--- src/rtl/uart_protocol_writer_pkg.sv ---
// uart_protocol_writer_pkg: datamem geometry, protocol window constants and rx FSM state type
package uart_protocol_writer_pkg;
  localparam int DATAMEM_BITS = 14;
  localparam int DATAMEM_WIDTH = 32;
  localparam logic [DATAMEM_BITS-1:0] PROTOCOLMEM_BASE = 14'h2000;
  localparam int PROTOCOLMEM_WORDS = 16;
  localparam int PTR_BITS = $clog2(PROTOCOLMEM_WORDS * 4);
  typedef enum logic [2:0] {IDLE, START, DATA, STOP, WRITE, BREAK} rx_state_t;
  function automatic logic [3:0] lane_mask(input logic [1:0] b);
    return 4'b0001 << b;
  endfunction
endpackage

--- src/rtl/uart_rx_core.sv ---
// uart_rx_core: 2-flop synchronizer + 8N1 bit FSM (con_clk, rst, uart_rx -> rx_byte, byte_ok/byte_err pulses at the stop-bit sample)
module uart_rx_core
  import uart_protocol_writer_pkg::*;
#(
  parameter int CLKS_PER_BIT = 434
) (
  input  logic       con_clk,
  input  logic       rst,
  input  logic       uart_rx,
  output logic [7:0] rx_byte,
  output logic       byte_ok,
  output logic       byte_err
);
  localparam int CW = $clog2(CLKS_PER_BIT);
  localparam logic [CW-1:0] FULL = CW'(CLKS_PER_BIT - 1);
  localparam logic [CW-1:0] HALF = CW'(CLKS_PER_BIT / 2 - 1);
  logic rx_m, rx_s;
  rx_state_t state;
  logic [CW-1:0] cnt;
  logic [2:0] bit_idx;
  logic stop_tick;
  assign stop_tick = state == STOP && cnt == FULL;
  assign byte_ok = stop_tick && rx_s;
  assign byte_err = stop_tick && !rx_s;
  always_ff @(posedge con_clk)
    if (rst) begin
      rx_m <= 1'b1;
      rx_s <= 1'b1;
      state <= IDLE;
      cnt <= '0;
      bit_idx <= '0;
      rx_byte <= '0;
    end else begin
      rx_m <= uart_rx;
      rx_s <= rx_m;
      cnt <= cnt + 1'b1;
      case (state)
        IDLE: begin
          cnt <= '0;
          bit_idx <= '0;
          if (!rx_s) state <= START;
        end
        START: if (cnt == HALF) begin
          cnt <= '0;
          state <= rx_s ? IDLE : DATA;
        end
        DATA: if (cnt == FULL) begin
          cnt <= '0;
          rx_byte <= {rx_s, rx_byte[7:1]};
          bit_idx <= bit_idx + 1'b1;
          if (bit_idx == 3'd7) state <= STOP;
        end
        STOP: if (cnt == FULL) begin
          cnt <= '0;
          state <= rx_s ? WRITE : BREAK;
        end
        WRITE: state <= IDLE;
        BREAK: if (rx_s) state <= IDLE;
        default: state <= IDLE;
      endcase
    end
endmodule

--- src/rtl/uart_protocol_writer.sv ---
// uart_protocol_writer: UART bytes -> single-lane writes into the PROTOCOLMEM window (con_write/con_addr/con_in/rx_valid, byte_ptr, wrapped, frame_err)
module uart_protocol_writer
  import uart_protocol_writer_pkg::*;
#(
  parameter int CLKS_PER_BIT = 434
) (
  input  logic                     con_clk,
  input  logic                     rst,
  input  logic                     uart_rx,
  input  logic                     ptr_clr,
  output logic [3:0]               con_write,
  output logic [DATAMEM_BITS-1:0]  con_addr,
  output logic [DATAMEM_WIDTH-1:0] con_in,
  output logic                     rx_valid,
  output logic [PTR_BITS-1:0]      byte_ptr,
  output logic                     wrapped,
  output logic                     frame_err
);
  logic [7:0] rx_byte;
  logic byte_ok, byte_err;
  uart_rx_core #(.CLKS_PER_BIT(CLKS_PER_BIT)) u_rx (
    .con_clk (con_clk),
    .rst     (rst),
    .uart_rx (uart_rx),
    .rx_byte (rx_byte),
    .byte_ok (byte_ok),
    .byte_err(byte_err)
  );
  always_ff @(posedge con_clk)
    if (rst) begin
      con_write <= '0;
      con_addr <= '0;
      con_in <= '0;
      rx_valid <= 1'b0;
      byte_ptr <= '0;
      wrapped <= 1'b0;
      frame_err <= 1'b0;
    end else begin
      con_write <= byte_ok ? lane_mask(byte_ptr[1:0]) : 4'b0;
      rx_valid <= byte_ok;
      if (byte_ok) begin
        con_addr <= {PROTOCOLMEM_BASE[DATAMEM_BITS-1:PTR_BITS-2], byte_ptr[PTR_BITS-1:2]};
        con_in <= {4{rx_byte}};
      end
      if (ptr_clr) begin
        byte_ptr <= '0;
        wrapped <= 1'b0;
        frame_err <= 1'b0;
      end else begin
        if (byte_ok) byte_ptr <= byte_ptr + 1'b1;
        if (byte_ok && &byte_ptr) wrapped <= 1'b1;
        if (byte_err) frame_err <= 1'b1;
      end
    end
endmodule

--- config.mk ---
export PLATFORM = sky130hd
export DESIGN_NAME = uart_protocol_writer
export DESIGN_NICKNAME = d
export VERILOG_FILES = /design/src/rtl/uart_protocol_writer_pkg.sv /design/src/rtl/uart_rx_core.sv /design/src/rtl/uart_protocol_writer.sv
export SDC_FILE = /design/constraint.sdc
export NUM_CORES = 1
export LEC_CHECK = 0
export CORE_UTILIZATION = 30
export DETAILED_ROUTE_END_ITERATION = 16
export PLACE_DENSITY_LB_ADDON = 0.25
export SYNTH_ARGS = -nofsm -noshare
export SYNTH_HDL_FRONTEND = slang
export SYNTH_HIERARCHICAL = 1
export SYNTH_SLANG_ARGS = --single-unit
--- constraint.sdc ---
create_clock -name con_clk -period 2.35 [get_ports con_clk]
set_input_delay 0.47 -clock con_clk [delete_from_list [all_inputs] [get_ports con_clk]]
set_output_delay 0.47 -clock con_clk [all_outputs]
set_load 0.01 [all_outputs]
==> out/results.ini, run 1 <==
[run_status]
status = finished, final reports clean

[final_layout]
final_cell_mix = clkdlybuf4s50_1 (53), dfxtp_1 (51), nor2_1 (48)
utilization_pct = 38.93
drive_gt1_share_pct = 9.025
layout_commonest_cell = clkdlybuf4s50_1
multi_input_area_sq_um = 1032
nFillCells = 748
layout.area.seq_sq_um = 1021
num-nets-final = 286
antenna_cells = 0
area_growth_pct = 22.35

[drt]
routed_wl_mm = 3.845
drt_iter0_markers = 52
dr.pass1.iters = 4
dr.max_layer_used = met4
route.met2.wl_mm = 1.655
wl_met1_mm = 1.935
drc = 0
vias = 1597
dr_wl_met3_um = 221
ant_nets = 0
wl_per_cell_um = 10.23
vias_per_cell = 4.247

[synthesis]
synth_flop_cell = dfxtp_1
synth.area.top_cells = dfxtp_1 (43%), buf_4 (11%), mux2i_1 (9.8%)
synth_top_cell_by_area = dfxtp_1
synth_cell_types = 45
synth_cells = 245
netlist_area_sq_um = 2357
synth_top_area_share_pct = 43.31
synth.avg_cell_area_sq_um = 9.621
async_flop_share_pct = 0
ys_warn_count = 6
ys_seq_area_share_pct = 43.31
ys_seq_elements = 51
synth_edf_count = 0

[run]
max-cap-violations = 0

[critical_path]
start_kind = register
crit_required_ns = 2.54
ff2ff_path_depth = 6
rrSetupSlack_ns = 0.44
r2r-start = u_rx/cnt[0]$_SDFF_PP0_
path_max_fanout = 5
reg2reg_to = u_rx/state[1]$_SDFFE_PP0P_
critPathArrivalTime_ns = 2.10
end_kind = register
setup.worst_path.class = register to register

[clock_tree]
cts.repair.resized = 0
cts_setup_buffers = 0
clock_sinks = 51
cts.clk_slew.worst_paths_ns = 0.09
cts-htree-levels = 2
clockBufferDepth = 2
ctsHoldBuffers = 0
root_buffer = clkbuf_8
clk-insertion-delay-late_ns = 0.30
cts_tree = done
numCtsBuffers = 5

[power_and_ir_drop]
vdd_drop_max_v = 0.0002826
p_leak_uw = 0.001093
power_density_nw_per_um2 = 565.5

[min_path]
hp-start = u_rx/rx_m$_SDFF_PP1_
min_to = u_rx/rx_s$_SDFF_PP1_
hold_class = register to register
min_path_cells = 1

[global_route]
grt_usage_pct = 9.814
first_global_vias = 1443
grt_pass1_wl_mm = 6.637
antenna_found_initial = 0
grt_max_degree = 17
overflow = 0

[sta]
finalClockSkew_ns = 0.007144
setup_viol = 0
period_share_pct = 81.36
fin_crit_ns = 1.912
slew_violations = 0
grt_setup_unrepaired = false
fin_setup_tns_ns = 0
clock.fmax_mhz = 523.0
hold_viol_final = 0

[die]
io_pins = 63
initial_core_util_pct = 31.82
die_y_um = 90.64
die_area_sq_um = 8216
fp-row-count = 31
coreArea_sq_um = 7408
chipWidth_um = 90.64

[placed_design]
port-buffer-count = 53
place_congestion = 0.8252
post-dp-hpwl_mm = 2.828

==> metal layers <==
layer  GRT usage, %  vias to the layer above
met4          3.226                        0
met1          12.84                      718
met2          15.15                       44
li1               -                      828
met3          3.199                        7
met5              0                        -
==> worst max-delay path, cell delays in order (launching register included) <==
cell,delay [ns]
dfxtp_1,0.35
inv_1,0.07
ha_1,0.13
or4b_4,0.46
o311ai_4,0.26
and3_4,0.25
mux2_4,0.29
==> through the flow <==
stage	total power, uW	cells	instance area (sq um)	setup WS, ns	hold slack, ns
floorplan	1034	253	2387	0.5077	0.3832
global route	1707	376	2884	0.2738	0.4430
global placement	1050	368	2771	0.4646	0.3889
finish	1631	376	2884	0.4381	0.4108
CTS	1660	376	2884	0.4322	0.4161
detailed placement	1048	368	2771	0.4424	0.3940
==> registers in the layout, summed over array words and instances (netlist names) <==
signal,count
u_rx/state,3
u_rx/cnt,9
u_rx/bit_idx,3
u_rx/rx_m,1
con_addr,5
u_rx/rx_byte,8
con_write,4
byte_ptr,6
rx_valid,1
con_in,8
wrapped,1
frame_err,1
u_rx/rx_s,1
==> Yosys cell counts (3+ instances only) <==
library cell  number
dfxtp_1           51
nor2_1            49
buf_4             34
mux2i_1           23
ha_1               6
inv_1              6
nand2_1            6
xnor2_1            6
nand4_1            5
xor2_1             5
nor3_1             4
nor3b_1            4
buf_6              3
clkbuf_1           3
nand3_1            3
or2_1              3
==> layout make-up <==
type | count | share of cell area, %
Clock buffer | 5 | 2.386
Sequential cell | 51 | 35.40
Clock inverter | 3 | 1.518
Inverter | 7 | 0.9111
Multi-Input combinational cell | 153 | 35.79
Timing Repair Buffer | 58 | 19.70
Tap cell | 99 | 4.295
==> kinds of logic after synthesis <==
logic type / synth area share [%]
other: 0.1591
AND/OR/NAND/NOR: 19.85
buffers and inverters: 14.28
AO/OA/AOI/OAI: 4.725
multiplexers: 10.40
adder cells (fa/ha/maj): 3.185
flip-flops: 43.31
XOR/XNOR: 4.087
==> power by group <==
group	internal [uW]	leakage, uW	switching (uW)
combinational	61.6	0.000624	66.5
sequential	876	0.000411	23.4
clock	317	0.0000581	286
total	1250	0.00109	376
==> how the worst max path moves through the flow <==
stage                      startpoint                          to  cells past startpoint
6_report       u_rx/cnt[0]$_SDFF_PP0_  u_rx/state[1]$_SDFFE_PP0P_                      6
3_5_place_dp   u_rx/cnt[0]$_SDFF_PP0_  u_rx/state[1]$_SDFFE_PP0P_                      6
5_1_grt        u_rx/cnt[0]$_SDFF_PP0_     con_write[1]$_SDFF_PP0_                      7
3_3_place_gp                      rst  u_rx/state[0]$_SDFFE_PP0P_                      5
4_1_cts        u_rx/cnt[0]$_SDFF_PP0_  u_rx/state[1]$_SDFFE_PP0P_                      6
2_1_floorplan  u_rx/cnt[0]$_SDFF_PP0_  u_rx/state[1]$_SDFFE_PP0P_                      6
No activity file was read; power rests on OpenSTA's default activity.
==> run 2: changes to the inputs <==
clock period = 1.75 ns   (was 2.35 ns; I/O delays follow)
==> out/results.ini, run 2 (same netlist as run 1, synthesis figures left out) <==
[power_and_ir_drop]
vdd_drop_max_v = 0.0005158  ; was 0.0002826 V
p_sw_uw = 574.7  ; was 376.1 uW
combPwrFrac_pct = 15.5  ; was 7.9%
power_frac_clock_pct = 34.2  ; was 37.0%
p_int_uw = 1792  ; was 1255 uW
power_uw = 2367  ; was 1631 uW
power_density_nw_per_um2 = 708.1  ; was 565.5 nW/um^2
p_leak_uw = 0.001314  ; was 0.001093 uW
power_switching_share_pct = 24.29  ; was 23.06%
power_frac_seq_pct = 50.3  ; was 55.1%

[final_layout]
final_cell_mix = clkdlybuf4s50_1 (53), dfxtp_1 (48), nor2_1 (38)  ; was clkdlybuf4s50_1 (53), dfxtp_1 (51), nor2_1 (48)
area_growth_pct = 41.77  ; was 22.35%
regMostFlops = u_rx/cnt  ; unchanged
layout_commonest_cell = clkdlybuf4s50_1  ; unchanged
antenna_cells = 0  ; unchanged
biggestRegsByFlops = u_rx/cnt: 9 flops, con_in: 8 flops, u_rx/rx_byte: 8 flops  ; unchanged
layout.area.seq_sq_um = 1025  ; was 1021 sq um
nFillCells = 684  ; was 748
drive_gt1_share_pct = 27.16  ; was 9.025%
num-nets-final = 323  ; was 286
largest_register_ffs = 9  ; unchanged
multi_input_area_sq_um = 1147  ; was 1032 sq um

[sta]
clock.fmax_mhz = 524.5  ; was 523.0 MHz
slew_violations = 0  ; unchanged
setup_viol = 19  ; was 0
grt_setup_unrepaired = true  ; was false
setup_slack_ns = -0.1566  ; was 0.4381 ns
fin_setup_tns_ns = -0.9618  ; was 0 ns
period_share_pct = 108.9  ; was 81.36%
fin_crit_ns = 1.907  ; was 1.912 ns
hold_viol_final = 0  ; unchanged
finalClockSkew_ns = 0.007196  ; was 0.007144 ns

[clock_tree]
clockBufferDepth = 2  ; unchanged
cts_tree = done  ; unchanged
clock_sinks = 51  ; unchanged
numCtsBuffers = 5  ; unchanged
root_buffer = clkbuf_8  ; unchanged
clk-insertion-delay-late_ns = 0.31  ; was 0.30 ns
cts.clk_slew.worst_paths_ns = 0.09  ; about the same
cts-htree-levels = 2  ; unchanged

[drt]
wl_per_cell_um = 11.03  ; was 10.23 um
routed_wl_mm = 4.543  ; was 3.845 mm
vias_per_cell = 4.335  ; was 4.247
drc = 0  ; unchanged
drt_iter0_markers = 54  ; was 52
ant_nets = 0  ; unchanged
vias = 1786  ; was 1597
dr.pass1.iters = 4  ; unchanged

[die]
chipWidth_um = 90.64  ; unchanged
die_area_sq_um = 8216  ; unchanged
fp-row-count = 31  ; unchanged
io_pins = 63  ; unchanged
coreArea_sq_um = 7408  ; unchanged
initial_core_util_pct = 31.82  ; unchanged
die_y_um = 90.64  ; unchanged

[critical_path]
path_cells = inv_2, ha_4, or4b_4, o311ai_4, and3_4, mux2_4  ; was inv_1, ha_1, or4b_4, o311ai_4, and3_4, mux2_4
slowest_delay_ns = 0.46  ; about the same
critPathArrivalTime_ns = 2.11  ; was 2.10 ns
critical_path.top_delay_family = simple AND/OR/NAND/NOR gates  ; unchanged
path_max_fanout = 3  ; was 5
cp_num_buf_inv = 1  ; unchanged
start_kind = register  ; unchanged
slowest_stage = or4b_4  ; unchanged
crit_required_ns = 1.95  ; was 2.54 ns
end_kind = register  ; unchanged
setup.worst_path.class = register to register  ; unchanged

[run_status]
failed_checks = negative setup slack
status = finished with violations  ; was finished, final reports clean

[placed_design]
place_congestion = 0.7261  ; was 0.8252
post-dp-hpwl_mm = 3.151  ; was 2.828 mm
port-buffer-count = 53  ; unchanged

[global_route]
antenna_found_initial = 0  ; unchanged
overflow = 0  ; unchanged
grt_pass1_wl_mm = 7.527  ; was 6.637 mm
grt_usage_pct = 11.37  ; was 9.814%
grt_max_degree = 21  ; was 17
first_global_vias = 1634  ; was 1443

[min_path]
hold_class = register to register  ; unchanged

[run]
max-cap-violations = 0  ; unchanged

run 2: changes by cell type in the layout (fill, tap and decap cells not counted), sizes merged:
cell	delta
clkinvlp	+1
buf	+37
clkinv	-2
run 2: timing repair:
action                                  CTS  global route
resized for setup                        14            27
buffers inserted                          7             6
gates cloned                              1             0
endpoints found under the setup margin   13            38
hold buffers                              0             0
pin swaps                                 8             7
run 2: worst register-to-register path, cell delays in order (launching register included):
cell and delay [ns]:
dfxtp_2 0.34, inv_2 0.06, ha_4 0.12, or4b_4 0.46, o311ai_4 0.29, and3_4 0.25, mux2_4 0.29
run 2: power by group through the flow:
stage	Clock [uW]	Sequential, uW	Combinational [uW]
floorplan	0	1230	161
global placement	0	1220	254
detailed placement	0	1220	255
CTS	845	1190	317
global route	893	1190	396
finish	809	1190	367
run 2: worst paths after layout:
check | from | endpoint | slack (ns) | cells after the start
hold reg to reg | u_rx/rx_m$_SDFF_PP1_ | u_rx/rx_s$_SDFF_PP1_ | 0.41 | 1
hold / removal | u_rx/rx_m$_SDFF_PP1_ | u_rx/rx_s$_SDFF_PP1_ | 0.41 | 1
setup reg to reg | u_rx/cnt[0]$_SDFF_PP0_ | u_rx/state[1]$_SDFFE_PP0P_ | -0.16 | 6
setup / recovery | u_rx/cnt[0]$_SDFF_PP0_ | u_rx/state[1]$_SDFFE_PP0P_ | -0.16 | 6
run 2: area by class of cell:
cell class / instances / share of cell area, %
Inverter: 7 / 0.7862
Sequential cell: 51 / 30.66
Multi-Input combinational cell: 153 / 34.33
Tap cell: 99 / 3.706
Clock buffer: 5 / 2.059
Clock inverter: 2 / 1.123
Timing Repair Buffer: 95 / 27.33
run 2: per-stage QoR:
step	utilization [%]	hold slack [ns]	worst slack, ns	std cells	area (sq um)
floorplan	-	0.3832	-0.09229	253	2387
global placement	40.18	0.3860	-0.07746	392	2977
detailed placement	40.18	0.3899	-0.1076	392	2977
CTS	43.24	0.4131	-0.1021	407	3203
global route	45.11	0.4259	-0.1999	412	3342
finish	45.11	0.4087	-0.1566	412	3342
run 2: metal layers:
layer | wire length, um | vias to the layer above | track usage [%]
li1 | - | 901 | -
met5 | 0 | - | 0
met2 | 2180 | 53 | 18.50
met1 | 2048 | 828 | 13.99
met3 | 246 | 4 | 3.451
met4 | 68 | 0 | 4.435
